## config.mk

```make
export PLATFORM = sky130hd
export DESIGN_NAME = turn_signal_sequencer
export DESIGN_NICKNAME = d
export VERILOG_FILES = /design/src/rtl/turn_signal_sequencer.sv
export SDC_FILE = /design/constraint.sdc
export NUM_CORES = 1
export LEC_CHECK = 0
export ABC_AREA = 1
export CAP_MARGIN = 20
export CELL_PAD_IN_SITES_DETAIL_PLACEMENT = 0
export CELL_PAD_IN_SITES_GLOBAL_PLACEMENT = 1
export CORE_MARGIN = 4
export CORE_UTILIZATION = 33
export CTS_CLUSTER_DIAMETER = 60
export CTS_CLUSTER_SIZE = 8
export DETAILED_ROUTE_END_ITERATION = 8
export PLACE_DENSITY_LB_ADDON = 0.1
export SLEW_MARGIN = 25
export SYNTH_ARGS = -nofsm -noshare
export SYNTH_HDL_FRONTEND = slang
export SYNTH_SLANG_ARGS = --single-unit
```

## constraint.sdc

```tcl
create_clock -name clk -period 2 [get_ports clk]
set_input_delay 0.3 -clock clk [delete_from_list [all_inputs] [get_ports clk]]
set_output_delay 0.3 -clock clk [all_outputs]
set_load 0.05 [all_outputs]
```

## src/rtl/turn_signal_sequencer.sv

```systemverilog
// Sequential turn-signal / hazard / brake lamp controller for one vehicle rear.
// A four-state FSM steps an outward-growing lamp bar; lamp drive is decoded from registered state.
module turn_signal_sequencer #(
  parameter int unsigned LAMPS = 3,
  parameter int unsigned DIV   = 1
) (
  input  logic                 clk,
  input  logic                 reset,
  input  logic                 left,
  input  logic                 right,
  input  logic                 hazard,
  input  logic                 brake,
  output logic [2*LAMPS-1:0]   light,
  output logic                 busy
);

  localparam int unsigned CNT_W  = (DIV > 1) ? $clog2(DIV) : 1;
  localparam int unsigned STEP_W = $clog2(LAMPS + 1);

  localparam logic [CNT_W-1:0]  CNT_MAX  = CNT_W'(DIV - 1);
  localparam logic [STEP_W-1:0] STEP_MAX = STEP_W'(LAMPS);
  localparam logic [STEP_W-1:0] STEP_ONE = STEP_W'(1);
  localparam logic [LAMPS-1:0]  ALL_ON   = '1;

  typedef enum logic [1:0] {
    IDLE   = 2'd0,
    LEFT   = 2'd1,
    RIGHT  = 2'd2,
    HAZARD = 2'd3
  } state_t;

  state_t              state, state_nxt;
  logic [CNT_W-1:0]    cnt, cnt_nxt;
  logic [STEP_W-1:0]   step, step_nxt;
  logic                phase, phase_nxt;

  logic                tick;
  logic                hz, lreq, rreq, same_req;
  logic [LAMPS-1:0]    seq_mask;
  logic [LAMPS-1:0]    left_lamps, right_lamps;

  // Request decode: hazard wins, simultaneous left+right is no request.
  assign tick = (cnt == CNT_MAX);
  assign hz   = hazard;
  assign lreq = left & ~right & ~hazard;
  assign rreq = right & ~left & ~hazard;
  assign same_req = ((state == LEFT) && lreq) || ((state == RIGHT) && rreq);

  always_ff @(posedge clk or negedge reset) begin
    if (!reset) begin
      state <= IDLE;
      cnt   <= '0;
      step  <= '0;
      phase <= 1'b0;
    end else begin
      state <= state_nxt;
      cnt   <= cnt_nxt;
      step  <= step_nxt;
      phase <= phase_nxt;
    end
  end

  // Next-state: direction is latched until the dark step ends; hazard aborts at once.
  always_comb begin
    state_nxt = state;
    cnt_nxt   = cnt;
    step_nxt  = step;
    phase_nxt = phase;
    case (state)
      IDLE: begin
        cnt_nxt   = '0;
        step_nxt  = '0;
        phase_nxt = 1'b0;
        if (hz) begin
          state_nxt = HAZARD;
          phase_nxt = 1'b1;
        end else if (lreq) begin
          state_nxt = LEFT;
          step_nxt  = STEP_ONE;
        end else if (rreq) begin
          state_nxt = RIGHT;
          step_nxt  = STEP_ONE;
        end
      end
      LEFT, RIGHT: begin
        if (hz) begin
          state_nxt = HAZARD;
          phase_nxt = 1'b1;
          cnt_nxt   = '0;
          step_nxt  = '0;
        end else begin
          cnt_nxt = tick ? '0 : cnt + CNT_W'(1);
          if (tick) begin
            if (step == '0) begin
              if (same_req) begin
                step_nxt = STEP_ONE;
              end else begin
                state_nxt = IDLE;
              end
            end else if (step == STEP_MAX) begin
              step_nxt = '0;
            end else begin
              step_nxt = step + STEP_W'(1);
            end
          end
        end
      end
      HAZARD: begin
        if (!hz) begin
          state_nxt = IDLE;
          cnt_nxt   = '0;
          phase_nxt = 1'b0;
        end else begin
          cnt_nxt = tick ? '0 : cnt + CNT_W'(1);
          if (tick) begin
            phase_nxt = ~phase;
          end
        end
      end
      default: state_nxt = IDLE;
    endcase
  end

  // Lamp decode: bar of step lamps on the active side, brake fills the idle side(s).
  always_comb begin
    seq_mask    = '0;
    left_lamps  = '0;
    right_lamps = '0;
    for (int unsigned k = 0; k < LAMPS; k++) begin
      seq_mask[k] = (STEP_W'(k) < step);
    end
    case (state)
      IDLE: begin
        left_lamps  = brake ? ALL_ON : '0;
        right_lamps = brake ? ALL_ON : '0;
      end
      LEFT: begin
        left_lamps  = seq_mask;
        right_lamps = brake ? ALL_ON : '0;
      end
      RIGHT: begin
        left_lamps  = brake ? ALL_ON : '0;
        right_lamps = seq_mask;
      end
      HAZARD: begin
        left_lamps  = {LAMPS{phase}};
        right_lamps = {LAMPS{phase}};
      end
      default: begin
        left_lamps  = '0;
        right_lamps = '0;
      end
    endcase
  end

  // Lamps stay dark while reset is held, even with brake applied.
  assign light = reset ? {left_lamps, right_lamps} : '0;
  assign busy  = (state != IDLE);

endmodule
```

==> impl_metrics.yaml, run 1 <==
cts:
  htreeDepth: 1
  clock_latency_ns: 0.24
  cts_tree: "built"
  postCtsHoldBufs: 0
  cts_root_buf: "clkbuf_4"
  cts_sinks: 5
  clk_pin_slew_ns: 0.04
  cts.path.max_buffers: 2
  cts_made_buffers: 3
global_routing:
  grt_pass1_vias: 550
  antenna_found_initial: 0
  grt_usage: 0.129
  grt_pass1_wl_um: 2410
  grt_max_degree: 7
  grt-ovfl-total: 0
setup_path:
  worstSetupStartpoint: "state[0]$_DFFE_PN0P_"
  path_class: "flop to output port"
  cp.required_ns: 1.70
  crit_fanout: 6
  r2r_start: "state[1]$_DFFE_PN0P_"
  end_kind: "output port"
  worstPathArrival_ns: 1.63
  critPathLaunchType: "flop"
placed_design:
  hpwl_um: 1190
  dp_slack_ns: 0.123
  place_inst: 123
  portBuffers: 12
  place_area_um2: 827
  gp_routability_congestion: 0.795
synth:
  synth_most_common_cell: "nand2_1"
  syn_nets: 101
  synth_edf_count: 0
  yosysTopAreaCell: "dfrtp_1"
  ys_seq_area_frac: 0.214
  syn_area_um2: 584
  synthCells: 85
  synth_area_per_cell_um2: 6.87
  synth_top_flop_cell: "dfrtp_1"
  synth_cell_types: 17
  async_flop_share: 1.00
  synth.area.top_cells: "dfrtp_1 (21%), ha_1 (21%), nand2_1 (12%)"
  synth_top_area_frac: 0.214
  yosys_warnings: 0
  synth-seq-cells: 5
  synth_common_cells: "nand2_1 (19), inv_1 (12), ha_1 (10)"
job:
  cap_viol_max_count: 0
drt:
  drt_first_iter_violations: 10
  wl_per_cell_um: 10.9
  drc: 0
  dr.pass1.iters: 4
  routed_wirelength_um: 1380
  vias_per_cell: 4.74
  vias: 602
  ant_nets: 0
run_status:
  status: "completed"
power_and_ir_drop:
  p_per_area_nw_per_um2: 1820
  vdd_drop_max_uv: 741
  finalPower_mw: 1.60
  leakagePower_nw: 0.438
floorplan:
  core-area_um2: 1590
  initial_core_util: 0.367
  dieHeight_um: 50.1
  die_area_um2: 2510
  io_pins: 13
  num_rows: 14
  die_w_um: 50.1
sta:
  fin_crit_sh: 0.965
  clock.fmax_ghz: 0.518
  final.setup.tns_ns: 0
  fin_ws_ns: 0.0692
  finalClockSkew_ns: 0.00128
  rsz0062_at_grt: "true"
  worst_pin_slew_ns: 0.329
  finalSetupViolations: 0
  hold_violations: 0
  post-route-min-period_ns: 1.93
  drv_slew: 0
  slew_headroom: 0.780
min_path:
  hold_class: "input port to async pin"
cells_and_area:
  antennaDiodeCount: 0
  fillers: 160
  fin_cells: 127
  drive_gt1_frac: 0.301
  design_area_um2: 877
  nNetsFinal: 120
  area_growth_pct: 50.1
## area by class of cell
class | count | area, um2 | share of cell area
Multi-Input combinational cell | 66 | 437 | 0.498
Timing Repair Buffer | 14 | 205 | 0.234
Sequential cell | 5 | 126 | 0.144
Inverter | 14 | 52.6 | 0.0599
Tap cell | 24 | 30.0 | 0.0342
Clock buffer | 4 | 26.3 | 0.0300
## critical path, cell delays in order (launching register included)
cell,delay (ns)
dfrtp_2,0.44
ha_2,0.23
nand2_1,0.11
nand2_1,0.07
o21ai_1,0.28
a21oi_2,0.09
buf_12,0.16
## placed cells by master, fill, tap and decap left out
master / netlist / routed
nand3_1: 5 / 5
nor2_2: 0 / 3
buf_12: 0 / 7
clkbuf_1: 0 / 1
a21oi_2: 0 / 3
a21boi_2: 1 / 1
dfrtp_2: 0 / 1
a21oi_1: 9 / 6
inv_1: 12 / 12
clkdlybuf4s50_1: 0 / 5
dfrtp_1: 5 / 4
nand3_2: 2 / 2
and2_1: 1 / 1
nand2_2: 3 / 3
ha_1: 10 / 7
nand2_1: 19 / 19
clkinv_1: 1 / 1
nand4_2: 1 / 1
o21ai_2: 0 / 1
o21ai_1: 0 / 1
buf_4: 0 / 2
ha_2: 0 / 3
o31ai_1: 1 / 1
inv_2: 1 / 1
o21ai_0: 3 / 1
nand4_1: 3 / 3
nor2_1: 8 / 5
clkbuf_4: 0 / 3
## through the flow
| stage | hold slack, ns | util |
|---|---|---|
| 3_3_place_gp | 0.498 | 0.519 |
| 3_5_place_dp | 0.514 | 0.519 |
| 6_report | 0.271 | 0.550 |
| 4_1_cts | 0.268 | 0.541 |
| 5_1_grt | 0.270 | 0.550 |
| 2_1_floorplan | 0.00441 | - |
## metal layers
layer  global-route usage  up-vias  share of wire
met4               0.0553        0         0.0080
li1                     -      312              -
met1                0.165      272           0.46
met3               0.0482        2          0.060
met2                0.191       16           0.47
met5                    0        -              0
## where the power goes
group,switching (mW),leakage [nW],internal (mW)
Sequential,0.0631,0.0611,0.157
Combinational,0.735,0.362,0.523
Clock,0.0423,0.0150,0.0755
Total,0.840,0.438,0.755
## flip-flops by register name (all words and copies together) (netlist names)
name and count:
phase 1, state 2, step 2
## repair_timing
action                                  CTS  global route
endpoints found under the setup margin    6             6
setup buffers                             0             0
gates resized for setup                   5             5
## logic make-up after synthesis
kind of cell | after synthesis | share of synthesized area
AOI/OAI and AO/OA | 14 | 0.135
adders and majority gates | 10 | 0.214
buffers and inverters | 14 | 0.0899
DFF | 5 | 0.214
and+or+nand+nor | 42 | 0.347
## path summary, 6_finish.rpt
check                      cells past startpoint  slack (ns)              endpoint
setup / recovery                               6        0.07              light[5]
hold / removal                                 1        0.27  state[1]$_DFFE_PN0P_
setup reg to reg                               8        0.45  state[0]$_DFFE_PN0P_
hold reg to reg                                2        0.51   step[0]$_DFFE_PN0P_
max in group asynchronous                      2        1.42   step[0]$_DFFE_PN0P_
min in group clk                               2        0.51   step[0]$_DFFE_PN0P_
(Power assumes the default switching activity.)
==> run 2, diff against run 1 <==
CAP_MARGIN = unset   (was 20)
CORE_MARGIN = 2   (was 4)
==> run 2 against run 1 <==
Cell count decreased by 5.5%. Non-clock buffer count unchanged. Sequential share of layout area up 0.15 points. Flip-flop and latch count is the same.
==> impl_metrics.yaml, run 2 (synthesized netlist as in run 1, its figures left out) <==
global_routing:
  busiest_layer: "met2"
  grt_max_degree: 7
  grt_usage: 0.158
  use_met1: 0.212
  antenna_found_initial: 0
  grt_pass1_vias: 523
  use_met3: 0.0471
  grt-ovfl-total: 0
  gr-usage-met2: 0.231
  grt_pass1_wl_um: 2330
setup_path:
  r2r_start: "state[1]$_DFFE_PN0P_"
  cpPeakStageDelay_ns: 0.45
  cp.required_ns: 1.70
  crit_chain: "ha_2, nand2_1, nand2_1, o21ai_1, a21oi_2, buf_12"
  reg2reg_slack_ns: 0.44
  crit_fanout: 6
  path_delay_family: "flip-flops"
  critPathLaunchType: "flop"
  slowest_stage: "dfrtp_2"
  r2r_cells: 8
  path_class: "flop to output port"
  critPathBufInv: 1
  critical_path.most_common_cell: "nand2_1"
  reg2reg_to: "step[1]$_DFFE_PN0P_"
  worstPathArrival_ns: 1.65
  end_kind: "output port"
floorplan:
  die_w_um: 46.1
  io_pins: 13
  die_area_um2: 2120
  num_rows: 15
  dieHeight_um: 46.1
  initial_core_util: 0.346
  core-area_um2: 1690
cells_and_area:
  drive_gt1_frac: 0.301
  mostFrequentLayoutCell: "nand2_1"
  nNetsFinal: 120
  post-route-util: 0.514
  top_regs: "state: 2 flops, step: 2 flops, phase: 1 flops"
  antennaDiodeCount: 0
  layout_common_cells: "nand2_1 (19), inv_1 (12), ha_1 (7), buf_12 (7), a21oi_1 (6)"
  fin_cells: 120
  area_growth_pct: 48.6
  design_area_um2: 868
drt:
  dr.pass1.iters: 3
  vias: 594
  vias_per_cell: 4.95
  wl_per_cell_um: 11.5
  ant_nets: 0
  drc: 0
  routed_wirelength_um: 1380
  drt_first_iter_violations: 10
power_and_ir_drop:
  swShare: 0.530
  clkPwrFrac: 0.075
  vdd_drop_max_uv: 757
  power.switching_uw: 853
  combPwrFrac: 0.786
  pwr-share-seq: 0.139
  p_int_uw: 757
  p_per_area_nw_per_um2: 1850
  leakagePower_nw: 0.438
cts:
  htreeDepth: 1
  cts_made_buffers: 3
  cts_tree: "built"
  clock_latency_ns: 0.25
  cts_sinks: 5
  clk_pin_slew_ns: 0.05
  cts.path.max_buffers: 2
  cts_root_buf: "clkbuf_4"
placed_design:
  gp_routability_congestion: 0.763
  hpwl_um: 1140
  place_area_um2: 818
  portBuffers: 12
  place_inst: 116
sta:
  worst_pin_slew_ns: 0.341
  slew_headroom: 0.771
  finalClockSkew_ns: 0.0100
  rsz0062_at_grt: "true"
  clock.fmax_ghz: 0.513
  hold_ws_ns: 0.254
  drv_slew: 0
  finalSetupViolations: 0
  hold_violations: 0
  fin_crit_sh: 0.975
  post-route-min-period_ns: 1.95
min_path:
  hold_class: "input port to async pin"
run_status:
  status: "completed"
job:
  cap_viol_max_count: 0
## run 2: per-stage QoR
| stage | worst slack, ns | TNS [ns] | total power [mW] |
|---|---|---|---|
| floorplan | 0.0720 | 0 | 0.992 |
| global placement | 0.0937 | 0 | 1.45 |
| detailed placement | 0.103 | 0 | 1.45 |
| CTS | 0.00252 | 0 | 1.58 |
| global route | -0.0370 | -0.161 | 1.76 |
| finish | 0.0494 | 0 | 1.61 |
## run 2: layout make-up
type                    count  area, um2
flip-flops and latches      5        126
repair buffers             14        205
multi-input cells          66        437
fillers                   170        821
well taps                  17       21.3
clock buffers               4       26.3
inverters                  14       52.6
## run 2: routing by layer
layer	vias up	wire length (um)
met1	268	662
met2	10	653
met4	0	11
met5	-	0
met3	2	49
li1	314	-
## run 2: worst max path at each step
stage / from / to / depth (start not counted)
final: state[0]$_DFFE_PN0P_ / light[4] / 6
after global routing: state[0]$_DFFE_PN0P_ / light[4] / 6
after CTS: state[0]$_DFFE_PN0P_ / light[1] / 6
after detailed placement: state[0]$_DFFE_PN0P_ / light[1] / 6
after global placement: state[0]$_DFFE_PN0P_ / light[0] / 6
after floorplan: state[1]$_DFFE_PN0P_ / light[3] / 4
## run 2: power by group through the flow
| stage | Sequential (mW) | Combinational, mW | Clock (mW) |
|---|---|---|---|
| 2_1_floorplan | 0.202 | 0.790 | 0 |
| 3_3_place_gp | 0.221 | 1.23 | 0 |
| 3_5_place_dp | 0.222 | 1.22 | 0 |
| 4_1_cts | 0.222 | 1.23 | 0.122 |
| 5_1_grt | 0.236 | 1.39 | 0.137 |
| 6_report | 0.223 | 1.27 | 0.121 |
## run 2: worst reg2reg max path: stages, from the launching register on
cell and delay (ns):
dfrtp_1 0.43, inv_1 0.13, ha_1 0.42, nand2_1 0.09
clkinv_1 0.06, nand4_2 0.14, nand2_1 0.11, nand2_1 0.05
nand2_1 0.06
## run 2: repair_timing
action	4_1_cts	5_1_grt
gates resized for setup	2	8
buffers inserted	0	0
endpoints found under the setup margin	4	6
hold buffers	0	0
pin swaps	0	0
